## config.mk

```make
export PLATFORM = sky130hd
export DESIGN_NAME = mem_stream_reader
export DESIGN_NICKNAME = d
export VERILOG_FILES = /design/src/rtl/vnlp_mem_pkg.sv /design/src/rtl/mem_stream_reader.sv
export SDC_FILE = /design/constraint.sdc
export NUM_CORES = 1
export LEC_CHECK = 0
export ABC_AREA = 1
export CAP_MARGIN = 20
export CORE_ASPECT_RATIO = 0.9
export CORE_UTILIZATION = 45
export CTS_CLUSTER_DIAMETER = 30
export DETAILED_ROUTE_END_ITERATION = 8
export GPL_TIMING_DRIVEN = 0
export PLACE_DENSITY = 0.9
export SLEW_MARGIN = 20
export SYNTH_ARGS = -nofsm -noshare
export SYNTH_HDL_FRONTEND = slang
export SYNTH_SLANG_ARGS = --single-unit
```

## constraint.sdc

```tcl
create_clock -name Clk -period 7.24 [get_ports Clk]
set_clock_uncertainty 0.05 [all_clocks]
set_input_delay 0.724 -clock Clk [delete_from_list [all_inputs] [get_ports Clk]]
set_output_delay 0.724 -clock Clk [all_outputs]
set_load 0.01 [all_outputs]
```

## src/rtl/vnlp_mem_pkg.sv

```systemverilog
// Shared definitions for the 512x10 dual-read-port data memory and its clients.
// Holds geometry constants, the reader state encoding and a length clamp helper.
package vnlp_mem_pkg;

    localparam int ADDR_W    = 9;
    localparam int DATA_W    = 10;
    localparam int MEM_DEPTH = 512;
    localparam int LEN_W     = ADDR_W + 1;

    typedef enum logic [1:0] {
        IDLE,
        RUN,
        FLUSH
    } rd_state_t;

    function automatic logic [LEN_W-1:0] clampLen(
        input logic [LEN_W-1:0] len
    );
        if (len > LEN_W'(MEM_DEPTH)) begin
            return LEN_W'(MEM_DEPTH);
        end
        return len;
    endfunction

endpackage

```

## src/rtl/mem_stream_reader.sv

```systemverilog
// Streams a command's worth of words out of the dual-read-port memory,
// two consecutive words per beat, behind a registered valid/ready output.
module mem_stream_reader
    import vnlp_mem_pkg::*;
(
    input  logic                Clk,
    input  logic                Rst_n,
    input  logic                CmdValid,
    output logic                CmdReady,
    input  logic [ADDR_W-1:0]   CmdStart,
    input  logic [LEN_W-1:0]    CmdLen,
    input  logic                Abort,
    output logic [ADDR_W-1:0]   ReadAdd1,
    output logic [ADDR_W-1:0]   ReadAdd2,
    input  logic [DATA_W-1:0]   ReadData1,
    input  logic [DATA_W-1:0]   ReadData2,
    output logic                OutValid,
    input  logic                OutReady,
    output logic [2*DATA_W-1:0] OutData,
    output logic [1:0]          OutCount,
    output logic                OutLast,
    output logic                Busy,
    output logic                Done
);

    rd_state_t         state;
    logic [ADDR_W-1:0] ptr;
    logic [LEN_W-1:0]  rem;
    logic              beat;
    logic              load;
    logic              twoLeft;
    logic              lastLoad;

    assign beat     = OutValid && OutReady;
    assign load     = !OutValid || OutReady;
    assign twoLeft  = rem >= LEN_W'(2);
    assign lastLoad = rem <= LEN_W'(2);

    assign ReadAdd1 = ptr;
    assign ReadAdd2 = ptr + ADDR_W'(1);

    // Gated by reset so no command can be taken while the block is held.
    assign CmdReady = (state == IDLE) && Rst_n;
    assign Busy     = (state != IDLE);

    always_ff @(posedge Clk or negedge Rst_n) begin
        if (!Rst_n) begin
            state    <= IDLE;
            ptr      <= '0;
            rem      <= '0;
            OutValid <= 1'b0;
            OutData  <= '0;
            OutCount <= 2'd0;
            OutLast  <= 1'b0;
            Done     <= 1'b0;
        end else begin
            Done <= 1'b0;
            unique case (state)
                IDLE: begin
                    if (CmdValid) begin
                        ptr <= CmdStart;
                        rem <= clampLen(CmdLen);
                        if (CmdLen == '0) begin
                            Done <= 1'b1;
                        end else begin
                            state <= RUN;
                        end
                    end
                end
                RUN: begin
                    if (Abort) begin
                        OutValid <= 1'b0;
                        state    <= IDLE;
                    end else if (load) begin
                        OutValid <= 1'b1;
                        OutData  <= {ReadData2, ReadData1};
                        OutCount <= twoLeft ? 2'd2 : 2'd1;
                        OutLast  <= lastLoad;
                        ptr      <= ptr + ADDR_W'(2);
                        rem      <= rem - (twoLeft ? LEN_W'(2) : LEN_W'(1));
                        if (lastLoad) begin
                            state <= FLUSH;
                        end
                    end
                end
                FLUSH: begin
                    if (Abort) begin
                        OutValid <= 1'b0;
                        state    <= IDLE;
                    end else if (beat) begin
                        OutValid <= 1'b0;
                        Done     <= 1'b1;
                        state    <= IDLE;
                    end
                end
                default: begin
                    state <= IDLE;
                end
            endcase
        end
    end

endmodule

```

==> load_flow_metrics.sql <==
INSERT INTO impl_metrics (metric_group, metric, value, unit) VALUES
('sta', 'setup-violations-final', '0', ''),
('pwr', 'max-vdd-ir-drop', '265', 'uV'),
('critical_path', 'timing.critical_path.from', 'ReadAdd1[2]', ''),
('outcome', 'outcome', 'finished clean', ''),
('clock_network', 'cts-resized-gates', '0', ''),
('synth', 'yosys.cell_types.count', '35', ''),
('synth', 'flops_latches_synth', '46', ''),
('synth', 'synth_fp_nets', '397', ''),
('sta', 'fin_worst_hold_slack', '0.334', 'ns'),
('clock_network', 'post-cts-setup-buffers', '0', ''),
('drt', 'routed_via_density', '5.10', ''),
('sta', 'setup_tns', '0', 'ns'),
('worst_hold_path', 'timing.hold.worst.class', 'in -> async', ''),
('synth', 'yosysWarnings', '0', ''),
('synth', 'ys_seq_area_frac', '0.440', ''),
('critical_path', 'critical_path.endpoint_type', 'output port', ''),
('drt', 'drt_drc_violations_left', '0', ''),
('clock_network', 'numClockSinks', '46', ''),
('synth', 'mappedNetlistArea', '0.00261', 'mm2'),
('cells_and_area', 'antenna-diode-count', '0', ''),
('drt', 'postRouteAntennaNets', '0', ''),
('critical_path', 'critPathLaunchType', 'flop', ''),
('pwr', 'power.density', '437', 'mW/mm2'),
('clock_network', 'number_of_cts_inserted_buffers', '5', ''),
('drt', 'routed_wire_length_per_instance', '13.2', 'um'),
('synth', 'number_of_instances_in_the_synthesized_netlist', '348', ''),
('synth', 'async_flop_share', '1.00', ''),
('critical_path', 'reg2reg_from', 'rem[6]', ''),
('pwr', 'final_total_power', '0.00162', 'W'),
('synth', 'postSynthAreaPerCell', '7.51', 'um2'),
('floorplanning', 'initial_core_util', '0.483', ''),
('floorplanning', 'io_pins', '89', ''),
('clock_network', 'clock_slew_at_the_register_clock_pins_of_the_worst_setup_and_hold_paths', '0.09', 'ns'),
('sta', 'layout_worst_path_cycle_share', '0.406', ''),
('sta', 'grt_setup_unrepaired', 'false', ''),
('cells_and_area', 'area_growth_syn_to_layout', '41.6', '%'),
('synth', 'synth_edf_count', '0', ''),
('placement', 'half_perimeter_wire_length_after_placement', '5220', 'um'),
('clock_network', 'root_buffer', 'sky130_fd_sc_hd__clkbuf_8', ''),
('global_routing', 'wire_length_of_the_first_global_routing_pass', '10800', 'um'),
('synth', 'ys_dominant_reg_cell', 'sky130_fd_sc_hd__dfrtp_1', ''),
('critical_path', 'critPathArrivalTime', '2.16', 'ns'),
('drt', 'vias', '2612', ''),
('global_routing', 'grtUsageTotal', '0.231', ''),
('critical_path', 'critical_path_peak_fanout', '7', ''),
('global_routing', 'antenna_found_initial', '0', ''),
('sta', 'clock.fmax', '340', 'MHz'),
('clock_network', 'clock_tree_from_tritoncts', 'done', ''),
('cells_and_area', 'final_layout_size_suffix_gt1_frac', '0.0854', ''),
('floorplanning', 'coreArea', '0.00541', 'mm2'),
('sta', 'worst_slew_pin_slew', '0.537', 'ns'),
('placement', 'gp_routability_congestion', '0.911', ''),
('global_routing', 'grt-ovfl-total', '0', ''),
('critical_path', 'worst-endpoint-required', '6.47', 'ns'),
('global_routing', 'grt_max_degree', '28', ''),
('floorplanning', 'total_die_area', '0.00612', 'mm2'),
('pwr', 'power.static_leakage', '1.78', 'nW'),
('floorplanning', 'die_width', '82.3', 'um'),
('drt', 'drt-initial-drc-count', '150', ''),
('sta', 'relSlewSlack', '0.639', ''),
('floorplanning', 'dieHeight', '74.3', 'um'),
('flow_run', 'drv.max_cap_violation_count', '0', ''),
('global_routing', 'vias_in_the_first_global_route', '2438', ''),
('drt', 'drt_wl_total', '6740', 'um'),
('clock_network', 'cts_hold_buffers', '0', ''),
('cells_and_area', 'nets', '493', ''),
('sta', 'final-max-slew-violation-count', '0', ''),
('floorplanning', 'number_of_cell_rows', '25', ''),
('sta', 'tmin_final', '2.94', 'ns'),
('placement', 'count_of_buffers_from_port_buffering', '88', ''),
('clock_network', 'clock_insertion_delay_worst_skew', '0.29', 'ns'),
('clock_network', 'clock_tree.htree_level_count', '2', ''),
('critical_path', 'crit_type', 'reg -> out', ''),
('drt', 'drt_first_pass_iters', '4', ''),
('sta', 'final-hold-violation-count', '0', ''),
('clock_network', 'clock_path_buffers', '2', '');
stage by stage:
stage                     setup slack (ns)  instances  cell area, um2  utilization
after floorplan                       4.89        348            2610            -
after global placement                2.93        503            3580        0.661
after detailed placement              4.34        504            3590        0.664
after CTS                             4.28        512            3700        0.684
after global routing                  4.17        512            3700        0.684
final                                 4.30        512            3700        0.684
placed cells by master (no fill, tap or decap), drive strengths merged, types with 8 or more instances in the layout:
cell             n
a21oi           11
buf             12
clkbuf           8
clkdlybuf4s50   87
dfrtp           46
inv             26
nand2          145
nand3            9
nor2            44
o21ai           27
logic make-up after synthesis:
logic type      after synthesis  synth area share
simple gates                206             0.329
compound gates               46             0.111
flops                        46             0.440
buf+inv                      37            0.0661
xor+xnor                      8            0.0268
fa+ha+maj                     5            0.0268
critical path: stages, from the launching register on:
cell and delay, ns:
sky130_fd_sc_hd__dfrtp_1 0.48, sky130_fd_sc_hd__ha_1 0.25, sky130_fd_sc_hd__nand3_1 0.12, sky130_fd_sc_hd__nor2_1 0.13, sky130_fd_sc_hd__xor2_1 0.21, sky130_fd_sc_hd__nand2_1 0.06
sky130_fd_sc_hd__o21ai_0 0.07, sky130_fd_sc_hd__clkdlybuf4s50_1 0.55
worst paths after layout:
| path | endpoint | slack [ns] | cells past startpoint |
|---|---|---|---|
| setup / recovery | ReadAdd2[7] | 4.30 | 7 |
| hold / removal | ReadAdd1[3] | 0.33 | 1 |
| setup reg to reg | rem[8] | 4.50 | 12 |
| hold reg to reg | OutData[13] | 0.43 | 2 |
| max in group asynchronous | OutData[19] | 6.29 | 2 |
| min in group Clk | OutData[13] | 0.43 | 2 |
synthesized netlist by cell type, types with 3 or more instances:
library cell	instances	area (um2)
sky130_fd_sc_hd__inv_2	5	18.8
sky130_fd_sc_hd__o21ai_0	17	85.1
sky130_fd_sc_hd__nand3b_1	3	22.5
sky130_fd_sc_hd__dfrtp_1	46	1150
sky130_fd_sc_hd__nor3_1	3	15.0
sky130_fd_sc_hd__o21ai_2	4	35.0
sky130_fd_sc_hd__nand2_4	3	33.8
sky130_fd_sc_hd__xor2_1	7	61.3
sky130_fd_sc_hd__nor2_1	40	150
sky130_fd_sc_hd__buf_6	3	33.8
sky130_fd_sc_hd__inv_1	21	78.8
sky130_fd_sc_hd__a21oi_1	10	50.1
sky130_fd_sc_hd__o21ai_1	5	25.0
sky130_fd_sc_hd__buf_2	6	30.0
sky130_fd_sc_hd__nand3_1	9	45.0
sky130_fd_sc_hd__ha_1	4	50.1
sky130_fd_sc_hd__nand2_1	142	533
where the power goes:
group	switching, W	internal, W
clock network	0.0000869	0.000103
logic	0.000496	0.000452
registers	0.000101	0.000377
total	0.000684	0.000932
per-layer routing:
metal / wire (um) / track usage / part of all wire / vias up
met5: 0 / 0 / 0 / -
met4: 66 / 0.0741 / 0.0098 / 0
met3: 354 / 0.0307 / 0.053 / 9
met2: 3320 / 0.396 / 0.49 / 81
met1: 2990 / 0.302 / 0.44 / 1238
li1: - / - / - / 1284
state kept, by name, indices dropped and copies added (netlist names):
signal	flops
OutLast	1
Done	1
OutCount	2
OutValid	1
ReadAdd1	9
state	2
rem	10
OutData	20
cell type report:
type,count,area [um2]
Fill cell,428,1710
Multi-Input combinational cell,265,1290
Sequential cell,46,1150
Timing Repair Buffer,89,896
Inverter,26,97.6
Tap cell,67,83.8
Clock buffer,7,76.3
Buffer,11,75.1
Clock inverter,1,30.0
Power figures use the tool's default switching activity.
